[config.mk]
export PLATFORM = sky130hd
export DESIGN_NAME = game_ctrl_mc
export DESIGN_NICKNAME = d
export VERILOG_FILES = /design/src/rtl/game_ctrl_mc_pkg.sv /design/src/rtl/game_ctrl_mc_collision_accum.sv /design/src/rtl/game_ctrl_mc.sv
export SDC_FILE = /design/constraint.sdc
export NUM_CORES = 1
export LEC_CHECK = 0
export CORE_ASPECT_RATIO = 1.4
export CORE_MARGIN = 4
export CORE_UTILIZATION = 55
export CTS_CLUSTER_DIAMETER = 150
export DETAILED_ROUTE_END_ITERATION = 8
export PLACE_DENSITY = 0.95
export SETUP_SLACK_MARGIN = 0.15
export SYNTH_ARGS = -nofsm -noshare
export SYNTH_HDL_FRONTEND = slang
export SYNTH_SLANG_ARGS = --single-unit
[constraint.sdc]
create_clock -name clk_vga -period 3.7 [get_ports clk_vga]
set_input_delay 0.555 -clock clk_vga [delete_from_list [all_inputs] [get_ports clk_vga]]
set_output_delay 0.555 -clock clk_vga [all_outputs]
set_load 0.01 [all_outputs]
[src/rtl/game_ctrl_mc_pkg.sv]
// Shared game status definitions for the sprite, enemy, HUD and game control blocks.
//   GAME_STATUS_BIT_LEN : width of the game status bus
//   game_status_e       : PAUSE=000, RUN=001, PRERUN=010, OVER=011
//   popcount16          : number of set bits in a 16-bit vector
package game_ctrl_mc_pkg;

   localparam int GAME_STATUS_BIT_LEN = 3;

   typedef enum logic [GAME_STATUS_BIT_LEN-1:0] {
      STATUS_PAUSE  = 3'b000,
      STATUS_RUN    = 3'b001,
      STATUS_PRERUN = 3'b010,
      STATUS_OVER   = 3'b011
   } game_status_e;

   function automatic logic [4:0] popcount16(input logic [15:0] v);
      logic [4:0] c;
      c = '0;
      for (int i = 0; i < 16; i++) c = c + {4'b0000, v[i]};
      return c;
   endfunction

endpackage

[src/rtl/game_ctrl_mc_collision_accum.sv]
// Sticky collision flags for one enemy channel across a video frame.
//   clk_vga, rst      : pixel clock, synchronous active-high reset
//   clr               : drop both flags this cycle (frame boundary or not running)
//   acc_en            : accumulate pixel overlaps this cycle
//   me_alpha          : player sprite opaque at current pixel
//   bullet_alpha      : any bullet opaque at current pixel
//   enemy_alpha       : this enemy opaque at current pixel
//   hit_be / hit_me   : bullet-enemy / player-enemy overlap seen this frame
module game_ctrl_mc_collision_accum (
   input  logic clk_vga,
   input  logic rst,
   input  logic clr,
   input  logic acc_en,
   input  logic me_alpha,
   input  logic bullet_alpha,
   input  logic enemy_alpha,
   output logic hit_be,
   output logic hit_me
);

   // Clear wins over accumulate, so a pixel overlap on the frame_end cycle is dropped.
   always_ff @(posedge clk_vga) begin
      if (rst || clr) begin
         hit_be <= 1'b0;
         hit_me <= 1'b0;
      end else if (acc_en) begin
         hit_be <= hit_be | (bullet_alpha & enemy_alpha);
         hit_me <= hit_me | (me_alpha & enemy_alpha);
      end
   end

endmodule

[src/rtl/game_ctrl_mc.sv]
// Multi-channel game controller: accumulates per-frame collisions between the
// player, bullets and N_ENEMY enemy channels, resolves them at frame_end_i into
// lives, score and per-channel event pulses, and runs the game status FSM.
//   clk_vga, rst            : pixel clock, synchronous active-high reset
//   frame_end_i             : one-cycle pulse after the last visible pixel
//   me_alpha_i              : player sprite opaque at current pixel
//   bullet_alpha_i          : any bullet opaque at current pixel
//   enemy_alpha_i[k]        : enemy k opaque at current pixel
//   gamestart_i, pause_i    : start/restart and pause-toggle pulses
//   game_status_o           : current game state
//   lives_o, score_o        : remaining lives, enemies destroyed (saturating)
//   invul_o                 : invulnerability window active
//   crash_me_enemy_o[k]     : pulse, enemy k touched the player last frame
//   crash_enemy_bullet_o[k] : pulse, enemy k destroyed last frame
//   bomb_o                  : pulse, any enemy destroyed last frame
module game_ctrl_mc
   import game_ctrl_mc_pkg::*;
#(
   parameter int N_ENEMY      = 4,
   parameter int LIVES        = 3,
   parameter int LIVES_W      = 4,
   parameter int SCORE_W      = 16,
   parameter int INVUL_FRAMES = 60,
   parameter int INVUL_W      = 8
) (
   input  logic                           clk_vga,
   input  logic                           rst,
   input  logic                           frame_end_i,
   input  logic                           me_alpha_i,
   input  logic                           bullet_alpha_i,
   input  logic [N_ENEMY-1:0]             enemy_alpha_i,
   input  logic                           gamestart_i,
   input  logic                           pause_i,
   output logic [GAME_STATUS_BIT_LEN-1:0] game_status_o,
   output logic [LIVES_W-1:0]             lives_o,
   output logic [SCORE_W-1:0]             score_o,
   output logic                           invul_o,
   output logic [N_ENEMY-1:0]             crash_me_enemy_o,
   output logic [N_ENEMY-1:0]             crash_enemy_bullet_o,
   output logic                           bomb_o
);

   // Sum is wide enough for score plus a full 16-channel kill count.
   localparam int SUM_W = ((SCORE_W > 5) ? SCORE_W : 5) + 1;
   localparam logic [SUM_W-1:0] SCORE_SAT = SUM_W'((64'd1 << SCORE_W) - 64'd1);

   game_status_e         status_q;
   logic [LIVES_W-1:0]   lives_q;
   logic [SCORE_W-1:0]   score_q;
   logic [INVUL_W-1:0]   invul_q;
   logic [N_ENEMY-1:0]   crash_me_q;
   logic [N_ENEMY-1:0]   crash_be_q;
   logic                 bomb_q;

   logic [N_ENEMY-1:0]   hit_be;
   logic [N_ENEMY-1:0]   hit_me;
   logic                 acc_en;
   logic                 acc_clr;

   assign acc_en  = (status_q == STATUS_RUN);
   assign acc_clr = frame_end_i | ~acc_en;

   for (genvar k = 0; k < N_ENEMY; k++) begin : g_ch
      game_ctrl_mc_collision_accum u_acc (
         .clk_vga      (clk_vga),
         .rst          (rst),
         .clr          (acc_clr),
         .acc_en       (acc_en),
         .me_alpha     (me_alpha_i),
         .bullet_alpha (bullet_alpha_i),
         .enemy_alpha  (enemy_alpha_i[k]),
         .hit_be       (hit_be[k]),
         .hit_me       (hit_me[k])
      );
   end

   logic [4:0]         kills;
   logic [SUM_W-1:0]   score_sum;
   logic [SCORE_W-1:0] score_next;
   logic               player_hit;
   logic               player_dies;

   assign kills      = popcount16(16'(hit_be));
   assign score_sum  = SUM_W'(score_q) + SUM_W'(kills);
   assign score_next = (score_sum > SCORE_SAT) ? SCORE_W'(SCORE_SAT) : score_sum[SCORE_W-1:0];

   // A player hit only counts outside the invulnerability window, once per frame.
   assign player_hit  = frame_end_i & (|hit_me) & (invul_q == '0);
   assign player_dies = player_hit & (lives_q == LIVES_W'(1));

   always_ff @(posedge clk_vga) begin
      if (rst) begin
         status_q   <= STATUS_PRERUN;
         lives_q    <= LIVES_W'(LIVES);
         score_q    <= '0;
         invul_q    <= '0;
         crash_me_q <= '0;
         crash_be_q <= '0;
         bomb_q     <= 1'b0;
      end else begin
         crash_me_q <= '0;
         crash_be_q <= '0;
         bomb_q     <= 1'b0;
         case (status_q)
            STATUS_PRERUN: begin
               if (gamestart_i) status_q <= STATUS_RUN;
            end
            STATUS_RUN: begin
               if (frame_end_i) begin
                  crash_be_q <= hit_be;
                  crash_me_q <= hit_me;
                  bomb_q     <= |hit_be;
                  score_q    <= score_next;
                  if (player_hit) begin
                     lives_q <= lives_q - LIVES_W'(1);
                     invul_q <= INVUL_W'(INVUL_FRAMES);
                  end else if (invul_q != '0) begin
                     invul_q <= invul_q - INVUL_W'(1);
                  end
               end
               // Losing the last life takes priority over a same-cycle pause.
               if (player_dies)  status_q <= STATUS_OVER;
               else if (pause_i) status_q <= STATUS_PAUSE;
            end
            STATUS_PAUSE: begin
               if (pause_i) status_q <= STATUS_RUN;
            end
            STATUS_OVER: begin
               if (gamestart_i) begin
                  status_q <= STATUS_RUN;
                  lives_q  <= LIVES_W'(LIVES);
                  score_q  <= '0;
                  invul_q  <= '0;
               end
            end
            default: status_q <= STATUS_PRERUN;
         endcase
      end
   end

   assign game_status_o        = status_q;
   assign lives_o              = lives_q;
   assign score_o              = score_q;
   assign invul_o              = (invul_q != '0);
   assign crash_me_enemy_o     = crash_me_q;
   assign crash_enemy_bullet_o = crash_be_q;
   assign bomb_o               = bomb_q;

endmodule

==> summary.txt <==
Outcome
  – Status: finished clean

Synth
  – Syn nets: 295
  – Netlist cell types: 50
  – Synth top area cells: dfxtp_1 (41%), o21ai_0 (5.7%), nand2_1 (5.4%), a21oi_1 (4.8%), nor2_1 (4.6%)
  – EDFF count, synth: 0
  – Yosys top cell by area: dfxtp_1
  – Post-Syn Area: 2280 um^2
  – Seq cells post-synth: 47
  – Top cell type's share of synthesized area: 0.413
  – Synth warn: 0
  – Ys async rst share: 0
  – Mapped Cells: around 280
  – Syn_area_per_cell: 8.23 um^2
  – Seq/Total Area, Yosys: 0.413
  – Top FF cell, synth: dfxtp_1

Detailed routing
  – Vias/cell: 6.03
  – Via count: 2184
  – Starting DRT DRC Count: 175
  – Pre-Repair DR Iteration Count: 5
  – Wirelength, routed: approximately 5300 um
  – DRC: 0
  – Post-DRT Antenna Nets: 0
  – Wire length per cell: approximately 15 um

Critical path
  – Largest delay contributor family on the critical path: adder cells
  – Worst-path cell chain: fa_1 > inv_1 > fa_1 > inv_1 > fa_1 > and3_1 > nand4_1 > nor2_2 > o21ai_0 > a21oi_1
  – WP data arrival: 3030 ps
  – Worst Path Class, Setup: flip-flop to flip-flop
  – Worst path most repeated cell: fa_1
  – Critical Path End Type: flip-flop
  – Maximum net fanout on the critical path: 10
  – Nature of the critical path startpoint: flip-flop
  – Critical Path Slowest Stage Cell: fa_1
  – Buf/Inv on CP: 2
  – Critical Path RT: 3930 ps
  – Largest stage delay, worst path: 550 ps

Clock tree
  – Later-pin clock latency in the skew report: 300 ps
  – Post-CTS Setup Repair Bufs: 0
  – Hold Buf Count CTS: 0
  – CTS H-tree depth: 2
  – Clk sinks: 47
  – CTS tree: built
  – Clock Pin Slew Worst Setup and Hold Paths: 90 ps
  – Post-CTS resize count: 0
  – Max clock buf depth: 2
  – CTS buffer count: 5
  – Root Driver: clkbuf_8

GRT
  – First-pass GRT wire length: 9110 um
  – Initial antenna violation count: 0
  – GR Overflow Total: 0
  – Pin count of the biggest net entering global routing: 17
  – Gr usage total: 0.206
  – Vias in the first global route: between 2000 and 2500

STA
  – Final setup viols: 0
  – RSZ-0062 raised after global routing: false
  – Final worst-path cycle share: 0.757
  – Maximum clock rate: 357 MHz
  – Final max-slew violation count: 0
  – Setup WS post-layout: 900 ps
  – Setup TNS: 0 ps
  – Min cycle time layout: 2800 ps
  – Slew margin rel.: 0.587
  – Clock Skew: 8.35 ps
  – Slew @ Worst Pin: 611 ps
  – Endpoints failing hold: 0

Die
  – Core box area: 3950 um^2
  – DIE AREA: 5250 um^2
  – Die X: 62.4 um
  – Floorplan row count: 27
  – IO Pins: 44
  – Die height: 84.2 um
  – Initial Util: 0.576

Placed design
  – HPWL after detailed placement: 3970 um
  – PortBufs: 42
  – Placer congestion estimate: 0.971
  – DP Worst Slack: 915 ps

Finish
  – P&R area growth vs syn: 23.2%
  – Final Core Density: 0.710
  – Nets: 336
  – Layout cells sized above 1: 0.0627
  – # fillers: roughly 270
  – Antenna fix cells: 0

Power
  – LEAKAGE: ~0.0011 uW
  – Power per cell area: 347 nW/um^2
  – VDD IR max: 0.495 mV

Hold path
  – Hold WC Path Type: flip-flop to flip-flop

Flow run
  – Maxcap violations: 0
[cell usage in the layout, fill, tap and decap left out, drive strengths merged, types with 3 or more instances in the layout]
cell type / instances
a211oi: 5
a21o: 3
a21oi: 23
a31oi: 6
and2: 4
and3: 9
clkbuf: 6
clkdlybuf4s50: 42
dfxtp: 47
fa: 3
ha: 4
inv: 14
nand2: 33
nand2b: 3
nand3: 7
nor2: 30
nor3: 9
nor4: 7
o21ai: 26
o2bb2ai: 3
[state kept, by name (all words and copies together) (netlist names)]
| register | count |
|---|---|
| bomb_o | 1 |
| crash_enemy_bullet_o | 4 |
| crash_me_enemy_o | 4 |
| g_ch.u_acc.hit_be | 4 |
| g_ch.u_acc.hit_me | 4 |
| game_status_o | 2 |
| invul_q | 8 |
| lives_o | 4 |
| score_o | 16 |
[cell usage after synthesis (all sizes together), types with 2 or more instances]
cell type   n
dfxtp      47
nand2      33
nor2       30
o21ai      26
a21oi      23
inv        14
and3        9
nor3        9
clkbuf      8
nand3       7
nor4        7
a31oi       6
a211oi      5
and2        4
ha          4
a21o        3
fa          3
nand2b      3
o2bb2ai     3
a22o        2
a31o        2
and4        2
nand4       2
nor4b       2
o31ai       2
or3         2
or4b        2
xor2        2
[cell type report]
type / count / area [um^2] / share of cell area
clock buffer: 6 / 72.6 / 0.0258
clock inverter: 2 / 12.5 / 0.00446
inverter: 14 / 52.6 / 0.0187
multi-input combinational: 207 / 1250 / 0.444
sequential: 47 / 941 / 0.335
tap: 43 / 53.8 / 0.0192
timing repair buffer: 43 / 428 / 0.152
[power breakdown]
group	total (uW)	switching (uW)	leakage [uW]	internal, uW
Sequential	528	13.6	0.000380	515
Clock	304	172	0.0000412	132
Combinational	140	78.0	0.000667	62.2
[layer usage]
metal | vias to the layer above | global-route usage | share of wire
met5 | - | 0 | 0
met4 | 0 | 0.0792 | 0.013
met3 | 6 | 0.0402 | 0.053
met2 | 79 | 0.364 | 0.53
met1 | 1031 | 0.243 | 0.41
li1 | 1068 | - | -
[cells by family after synthesis]
logic type               share of synthesized area
AND/OR/NAND/NOR                              0.269
AO/OA/AOI/OAI                                0.208
flip-flops                                   0.413
buffers and inverters                       0.0395
adder cells (fa/ha/maj)                     0.0483
XOR/XNOR                                    0.0115
multiplexers                               0.00934
other                                      0.00165
[worst paths after layout]
path | startpoint | endpoint | slack [ps] | cells after the start
worst min-delay path | invul_q[4] | invul_q[4] | 500 | 1
worst max-delay path | score_o[0] | score_o[10] | 900 | 10
worst min register to register | invul_q[4] | invul_q[4] | 500 | 1
worst max register to register | score_o[0] | score_o[10] | 900 | 10
[per-stage QoR]
stage	instance area [um^2]	hold slack (ps)	instances	total power, uW
2_1_floorplan	2280	457	277	633
6_report	2810	503	362	973
5_1_grt	2810	528	362	1010
3_3_place_gp	2720	475	354	675
3_5_place_dp	2720	487	354	678
4_1_cts	2810	501	362	976
Note: power is estimated with default switching activity, not from simulation.
